File: src/rtl/instr_fetch_ctrl.sv
// Instruction-fetch sequencer: owns the fetch PC, tracks one in-flight RAM read and buffers words in a 2-entry FIFO.
// Define FETCH_PERF_CNT_EN to add the perf_fetched / perf_stall saturating counters.
module instr_fetch_ctrl #(
    parameter int                ADDR_W   = 10,
    parameter int                DATA_W   = 32,
    parameter logic [ADDR_W-1:0] RESET_PC = '0
) (
    input  logic              clka,
    input  logic              rst,
    output logic [ADDR_W-1:0] mem_addr,
    input  logic [DATA_W-1:0] mem_rdata,
    output logic [DATA_W-1:0] instr,
    output logic [ADDR_W-1:0] instr_pc,
    output logic              instr_valid,
    input  logic              instr_ready,
    input  logic              redirect,
    input  logic [ADDR_W-1:0] redirect_pc,
    input  logic              halt
`ifdef FETCH_PERF_CNT_EN
    ,
    output logic [15:0]       perf_fetched,
    output logic [15:0]       perf_stall
`endif
);

    localparam int DEPTH = 2;

    logic [ADDR_W-1:0] fetch_pc_reg, fetch_pc_next;
    logic              inflight_reg, inflight_next;
    logic [ADDR_W-1:0] inflight_pc_reg, inflight_pc_next;
    logic [1:0]        count_reg, count_next;
    logic              wr_ptr_reg, wr_ptr_next;
    logic              rd_ptr_reg, rd_ptr_next;

    logic [ADDR_W-1:0] entry_pc   [DEPTH];
    logic [DATA_W-1:0] entry_data [DEPTH];

    logic       pop;
    logic       push;
    logic       issue;
    logic [2:0] occupancy;

    assign pop       = instr_valid & instr_ready;
    // A returning word is only kept when no flush happens in the same cycle.
    assign push      = inflight_reg & ~redirect;
    assign occupancy = {1'b0, count_reg} + {2'b00, inflight_reg} - {2'b00, pop};
    assign issue     = ~redirect & ~halt & (occupancy < 3'd2);

    always_comb begin
        fetch_pc_next    = fetch_pc_reg;
        inflight_next    = inflight_reg;
        inflight_pc_next = inflight_pc_reg;
        count_next       = count_reg;
        wr_ptr_next      = wr_ptr_reg;
        rd_ptr_next      = rd_ptr_reg;
        if (redirect) begin
            fetch_pc_next = redirect_pc;
            inflight_next = 1'b0;
            count_next    = 2'd0;
            wr_ptr_next   = 1'b0;
            rd_ptr_next   = 1'b0;
        end else begin
            if (push) begin
                wr_ptr_next = ~wr_ptr_reg;
            end
            if (pop) begin
                rd_ptr_next = ~rd_ptr_reg;
            end
            count_next    = count_reg + 2'(push) - 2'(pop);
            inflight_next = issue;
            if (issue) begin
                inflight_pc_next = fetch_pc_reg;
                fetch_pc_next    = fetch_pc_reg + ADDR_W'(1);
            end
        end
    end

    always_ff @(posedge clka) begin
        if (rst) begin
            fetch_pc_reg    <= RESET_PC;
            inflight_reg    <= 1'b0;
            inflight_pc_reg <= '0;
            count_reg       <= 2'd0;
            wr_ptr_reg      <= 1'b0;
            rd_ptr_reg      <= 1'b0;
        end else begin
            fetch_pc_reg    <= fetch_pc_next;
            inflight_reg    <= inflight_next;
            inflight_pc_reg <= inflight_pc_next;
            count_reg       <= count_next;
            wr_ptr_reg      <= wr_ptr_next;
            rd_ptr_reg      <= rd_ptr_next;
        end
    end

    genvar gi;
    generate
        for (gi = 0; gi < DEPTH; gi++) begin : g_entry
            logic [ADDR_W-1:0] pc_reg;
            logic [DATA_W-1:0] data_reg;

            always_ff @(posedge clka) begin
                if (rst) begin
                    pc_reg   <= '0;
                    data_reg <= '0;
                end else if (push && (wr_ptr_reg == 1'(gi))) begin
                    pc_reg   <= inflight_pc_reg;
                    data_reg <= mem_rdata;
                end
            end

            assign entry_pc[gi]   = pc_reg;
            assign entry_data[gi] = data_reg;
        end
    endgenerate

    assign mem_addr    = fetch_pc_reg;
    assign instr       = entry_data[rd_ptr_reg];
    assign instr_pc    = entry_pc[rd_ptr_reg];
    assign instr_valid = (count_reg != 2'd0);

`ifdef FETCH_PERF_CNT_EN
    logic [15:0] perf_fetched_reg;
    logic [15:0] perf_stall_reg;

    // Only reset clears these; a redirect leaves the history intact.
    always_ff @(posedge clka) begin
        if (rst) begin
            perf_fetched_reg <= 16'd0;
            perf_stall_reg   <= 16'd0;
        end else begin
            if (pop && (perf_fetched_reg != 16'hFFFF)) begin
                perf_fetched_reg <= perf_fetched_reg + 16'd1;
            end
            if (instr_valid && !instr_ready && (perf_stall_reg != 16'hFFFF)) begin
                perf_stall_reg <= perf_stall_reg + 16'd1;
            end
        end
    end

    assign perf_fetched = perf_fetched_reg;
    assign perf_stall   = perf_stall_reg;
`endif

endmodule
File: config.mk
export PLATFORM = sky130hd
export DESIGN_NAME = instr_fetch_ctrl
export DESIGN_NICKNAME = d
export VERILOG_FILES = /design/src/rtl/instr_fetch_ctrl.sv
export SDC_FILE = /design/constraint.sdc
export NUM_CORES = 1
export LEC_CHECK = 0
export ABC_AREA = 1
export ABC_CLOCK_PERIOD_IN_PS = 1970
export CAP_MARGIN = 40
export CORE_AREA = 3 3 129 131
export DETAILED_ROUTE_END_ITERATION = 7
export DIE_AREA = 0 0 132 134
export HOLD_SLACK_MARGIN = 0.05
export PLACE_DENSITY = 0.53
export SLEW_MARGIN = 40
export SYNTH_ARGS = -nofsm -noshare
export SYNTH_HDL_FRONTEND = slang
export SYNTH_SLANG_ARGS = --single-unit
File: constraint.sdc
create_clock -name clka -period 1.97 [get_ports clka]
set_clock_uncertainty 0.05 [all_clocks]
set_input_delay 0.394 -clock clka [delete_from_list [all_inputs] [get_ports clka]]
set_output_delay 0.394 -clock clka [all_outputs]
set_load 0.05 [all_outputs]
# Yosys cells after proc, flatten, opt, wreduce, memory -nomap -nowiden
# Cells that the tools add are included.
# Widths: inputs -> output; s select.
[totals]
output_inout_bits = 53
ff_bits = 109
word_cells = 40
in_bits = 47
[op_classes]
n_reduce_logical = 6
n_mux = 8
n_bitwise = 9
order_cmp = 2
n_addsub = 5
[ops]
columns = ["operator", "count"]
rows = [
  ["$mux 32", 3],
  ["$mux 10", 5],
  ["$add 10x1->10 const B", 1],
  ["$and 1x1->1", 4],
  ["$not 1->1", 4],
  ["$reduce_bool 2->1", 2],
  ["$add 2x1->3", 1],
  ["$lt 3x2->1 const B", 1],
  ["$sub 3x1->3", 1],
  ["$add 2x1->2", 1],
  ["$ge 2x2->1 const B", 1],
  ["$logic_and 1x1->1", 2],
  ["$not 1->2", 1],
  ["$reduce_and 2->1", 1],
  ["$reduce_or 2->1", 1],
  ["$sub 2x1->2", 1],
]

# Logic depth before layout (Yosys ltp)
[logic_depth]
depth_word = 7
ltp_mapped = 14
depth_no_buf = 13

# Worst setup path before layout
# No wires, ideal clock.
[synth_timing]
kind = "reg-to-reg"
start = "register count_reg[1]"
end = "register fetch_pc_reg[8], in the netlist mem_addr[8]"
required_time_ps = 1792
arrival_time_ps = 1986
setup_time_ps = 128
synth_period_minus_slack_ps = 2164
n_path_buf = 1
setup_slack_ps = -194
path_stages_with_launch = 14
path_cell_list = "dfxtp_1 > o21a_1 > nand2_1 > o21ai_0 > nand2_1 > fa_1 > inv_1 > nor3_4 > nand2_4 > buf_6 > nand3_1 > nand2_1 > nor2_1 > nor2_1"
[synth_via]
elab_chain_len = 6
word_cells_on_any_way = 7
cone_classes = "add/sub: 2; order compare: 1; bitwise: 2; reduce/logical: 2"
[synth_rtl]
columns = ["element", "line_no", "text"]
rows = [
  ["from (decl)", "31", "logic [1:0] count_reg, count_next;"],
  ["from (signal assigned)", "90", "count_reg <= count_next;"],
  ["parallel branches: the longest is 2 deep, another holds $add 2x1->3", "--", ""],
  ["$sub 3x1->3 (*)", "46", "assign occupancy = {1'b0, count_reg} + {2'b00, inflight_reg} - {2'b00, pop};"],
  ["$lt 3x2->1 (*)", "47", "assign issue = ~redirect & ~halt & (occupancy < 3'd2);"],
  ["$and 1x1->1 (*)", "47", ""],
  ["$reduce_bool 2->1 (no line) (*)", "--", ""],
  ["to (signal assigned)", "87", "fetch_pc_reg <= fetch_pc_next;"],
  ["to (decl)", "28", "logic [ADDR_W-1:0] fetch_pc_reg, fetch_pc_next;"],
]
# Mark *: on every way between the ends.
# A chain may end at the register's enable or synchronous reset.

# Final worst setup path
[layout_timing]
start = "register count_reg[0]"
end = "register fetch_pc_reg[9], in the netlist mem_addr[9]"
# Same word-level chain as after synthesis.

==> results.yml <==
run_status:
  status: "finished, violations left"
  violations: "setup timing"
clock_network:
  root_buffer: "clkbuf_16"
  insertion_delay_ns: 0.35
  cts_tree: "built"
  htreeDepth: 3
  cts.clk_slew.worst_paths_ns: 0.07
  clockBufferDepth: 2
  cts_made_buffers: 9
  cts_sinks: 109
  ctsHoldBuffers: 0
placement:
  placed_cell_area_sq_um: 6250
  io_buffers: 99
  hpwlAfterDp_microns: 8370
  gp_congestion: 0.777
routing:
  drt_iter0_drc: 308
  dr_total_vias: 4406
  wl_microns: 12800
  drc: 0
  viasPerCell: 4.62
  ant_nets: 0
  wl_per_cell_microns: 13.4
  dr.pass1.iters: 4
sta:
  hold_viol_final: 0
  period_share_pct: 107
  fin_setup_tns_ns: -1.46
  worst_slack_ns: -0.141
  fmax_ghz: 0.474
  grt_setup_unrepaired: "yes"
  setup_viol: 21
  worst_pin_slew_ns: 0.613
  hold_ws_ns: 0.395
  maxSlewHeadroom_pct: 59.1
  maxSlewViolCount: 0
  fin_crit_ns: 2.11
grt:
  grt_pass1_vias: 4198
  grt_usage_pct: 14.3
  grt_overflow: 0
  grt_max_degree: 55
  antenna_found_initial: 0
  grt_first_pass_wirelength_microns: 20700
power_and_ir_drop:
  p_switching_uw: 1250
  p_leak_uw: 0.00249
  p_seq_share_pct: 46.5
  pwr-share-clk_pct: 38.6
  power_uw: 4960
  vdd_drop_max_v: 0.000422
  comb_power_share_pct: 14.9
  power.density_nw_per_um2: 732
  p_int_uw: 3710
  switching_share_pct: 25.2
yosys:
  synthAdderAreaFrac_pct: 0.972
  synth_compound_area_share_pct: 21.6
  syn_area_per_cell_sq_um: 7.25
  synth.net_count: 689
  synth_mux_area_share_pct: 0
  yosysWarnings: 0
  synthXorXnorAreaFrac_pct: 1.13
  synth_top_cell_by_area: "dfxtp_1"
  async_reset_ff_share_pct: 0
  synth_edf_count: 0
  yosys_most_used_dff: "dfxtp_1"
  synth_top_family_by_area: "compound AO/OA/AOI/OAI gates"
  synthTopCellsByArea: "dfxtp_1, nand2_1, a21oi_1"
  synth-seq-area-share_pct: 47.1
  synthTopCellsByCount: "nand2_1, dfxtp_1, a21oi_1"
  ys_ff_latch: 109
  synth.cell_area_sq_um: 4630
  synthCells: 639
  ys_types: 31
  synthSimpleGateAreaFrac_pct: 19.1
  yosysMostFrequentCell: "nand2_1"
  synth_top_area_share_pct: 47.1
layout:
  largest_reg_flops: 64
  antennaDiodeCount: 0
  final_nets: 783
  syn2layout_area_growth_pct: 46.2
  drive_above_1_share_pct: 17.1
  fin_area_sq_um: 6780
setup_path:
  max_stage_delay_ns: 0.51
  cp_max_fo: 7
  start_kind: "register"
  crit_path_end_kind: "register"
  crit_type: "reg -> reg"
  crit_arrival_ns: 2.31
  critical_path_required_ns: 2.17
  crit_chain: "o21a_4 -> nand2_2 -> inv_1 -> fa_1 -> inv_2 -> nor3_4 -> buf_6 -> buf_6 -> nand2_8 -> nand3_2 -> nand3_2 -> nand2_1 -> inv_1"
  slowest_stage: "fa_1"
  path_buf_inv: 5
  critPathTopFamily: "adder cells"
hold_path:
  worstHoldPathType: "reg -> reg"
floorplanning:
  die_h_microns: 134
  die_x_microns: 132
  ios: 100
  dieArea_sq_um: 17700
  core_area_sq_um: 15700
  initial_core_util_pct: 29.5
  fp-row-count: 46
run:
  drv_cap: 0
worst reg2reg max path, delay by kind of cell, from the launching register on:
kind                     cells  cell delay [ns]
adder cells (fa/ha/maj)      1             0.51
AND/OR/NAND/NOR              6             0.48
buffers and inverters        5             0.40
flip-flops                   1             0.36
AO/OA/AOI/OAI                1             0.21
logic make-up (layout without fill, tap and decap cells):
kind of cell               after synthesis  after routing
AOI/OAI and AO/OA                      197            197
DFF                                    109            109
and+or+nand+nor                        218            220
buffers and inverters                  106            203
xor gates and xnor gates                 6              6
adders and majority gates                3              3
power by group through the flow:
| stage | registers (uW) | clock network [uW] | logic, uW |
|---|---|---|---|
| after global placement | 2360 | 0 | 698 |
| after detailed placement | 2360 | 0 | 704 |
| after global routing | 2320 | 2050 | 792 |
| after CTS | 2310 | 1960 | 737 |
| final | 2310 | 1910 | 739 |
| after floorplan | 2400 | 0 | 328 |
through the flow:
| stage | worst slack, ns | std cells | util (%) |
|---|---|---|---|
| 6_report | -0.141 | 954 | 43.1 |
| 3_5_place_dp | -0.683 | 929 | 39.8 |
| 5_1_grt | -0.267 | 954 | 43.1 |
| 4_1_cts | -0.177 | 952 | 42.8 |
| 3_3_place_gp | -0.631 | 929 | 39.8 |
| 2_1_floorplan | -0.0757 | 639 | - |
metal layers:
layer	vias to the layer above	track usage, %	wire (microns)
met2	130	22.5	5660
met4	0	5.83	267
met3	22	3.00	658
li1	2243	-	-
met5	-	0	0
met1	2011	19.2	6190
worst paths after layout:
| path | start | endpoint | slack [ns] | cells past startpoint |
|---|---|---|---|---|
| worst min register to register | g_entry[0].data_reg[17] | g_entry[0].data_reg[17] | 0.39 | 2 |
| worst max-delay path | count_reg[0] | mem_addr[9] | -0.14 | 13 |
| worst max register to register | count_reg[0] | mem_addr[9] | -0.14 | 13 |
| worst min-delay path | g_entry[0].data_reg[17] | g_entry[0].data_reg[17] | 0.39 | 2 |
cell usage in the layout (no fill, tap or decap), types with 2 or more instances in the layout:
master,n
nand2_1,161
dfxtp_1,106
a21oi_1,93
o21ai_0,61
inv_1,59
buf_12,46
clkdlybuf4s50_1,44
o21ai_1,38
nor2_1,25
buf_4,25
clkbuf_16,11
nand3_1,10
nand3_2,7
nand2_2,6
inv_2,4
xnor2_1,3
dfxtp_4,3
nor2_4,2
xor2_1,2
nand2_4,2
ha_1,2
clkbuf_8,2
clkinv_2,2
clkinv_4,2
buf_6,2
final cells by class:
class / count / area (sq um)
Multi-Input combinational cell: 426 / 2100
Inverter: 64 / 253
Timing Repair Buffer: 121 / 1630
Timing Repair inverter: 2 / 17.5
Sequential cell: 109 / 2190
Clock inverter: 3 / 40.0
Fill cell: 1554 / 8930
Clock buffer: 13 / 282
Tap cell: 216 / 270
timing repair:
action                     CTS  global route
pin swaps                    6             6
setup buffers                3             1
cloned                       4             1
setup endpoints to repair   31            30
gates resized for setup     26            20
Power figures use the tool's default switching activity.
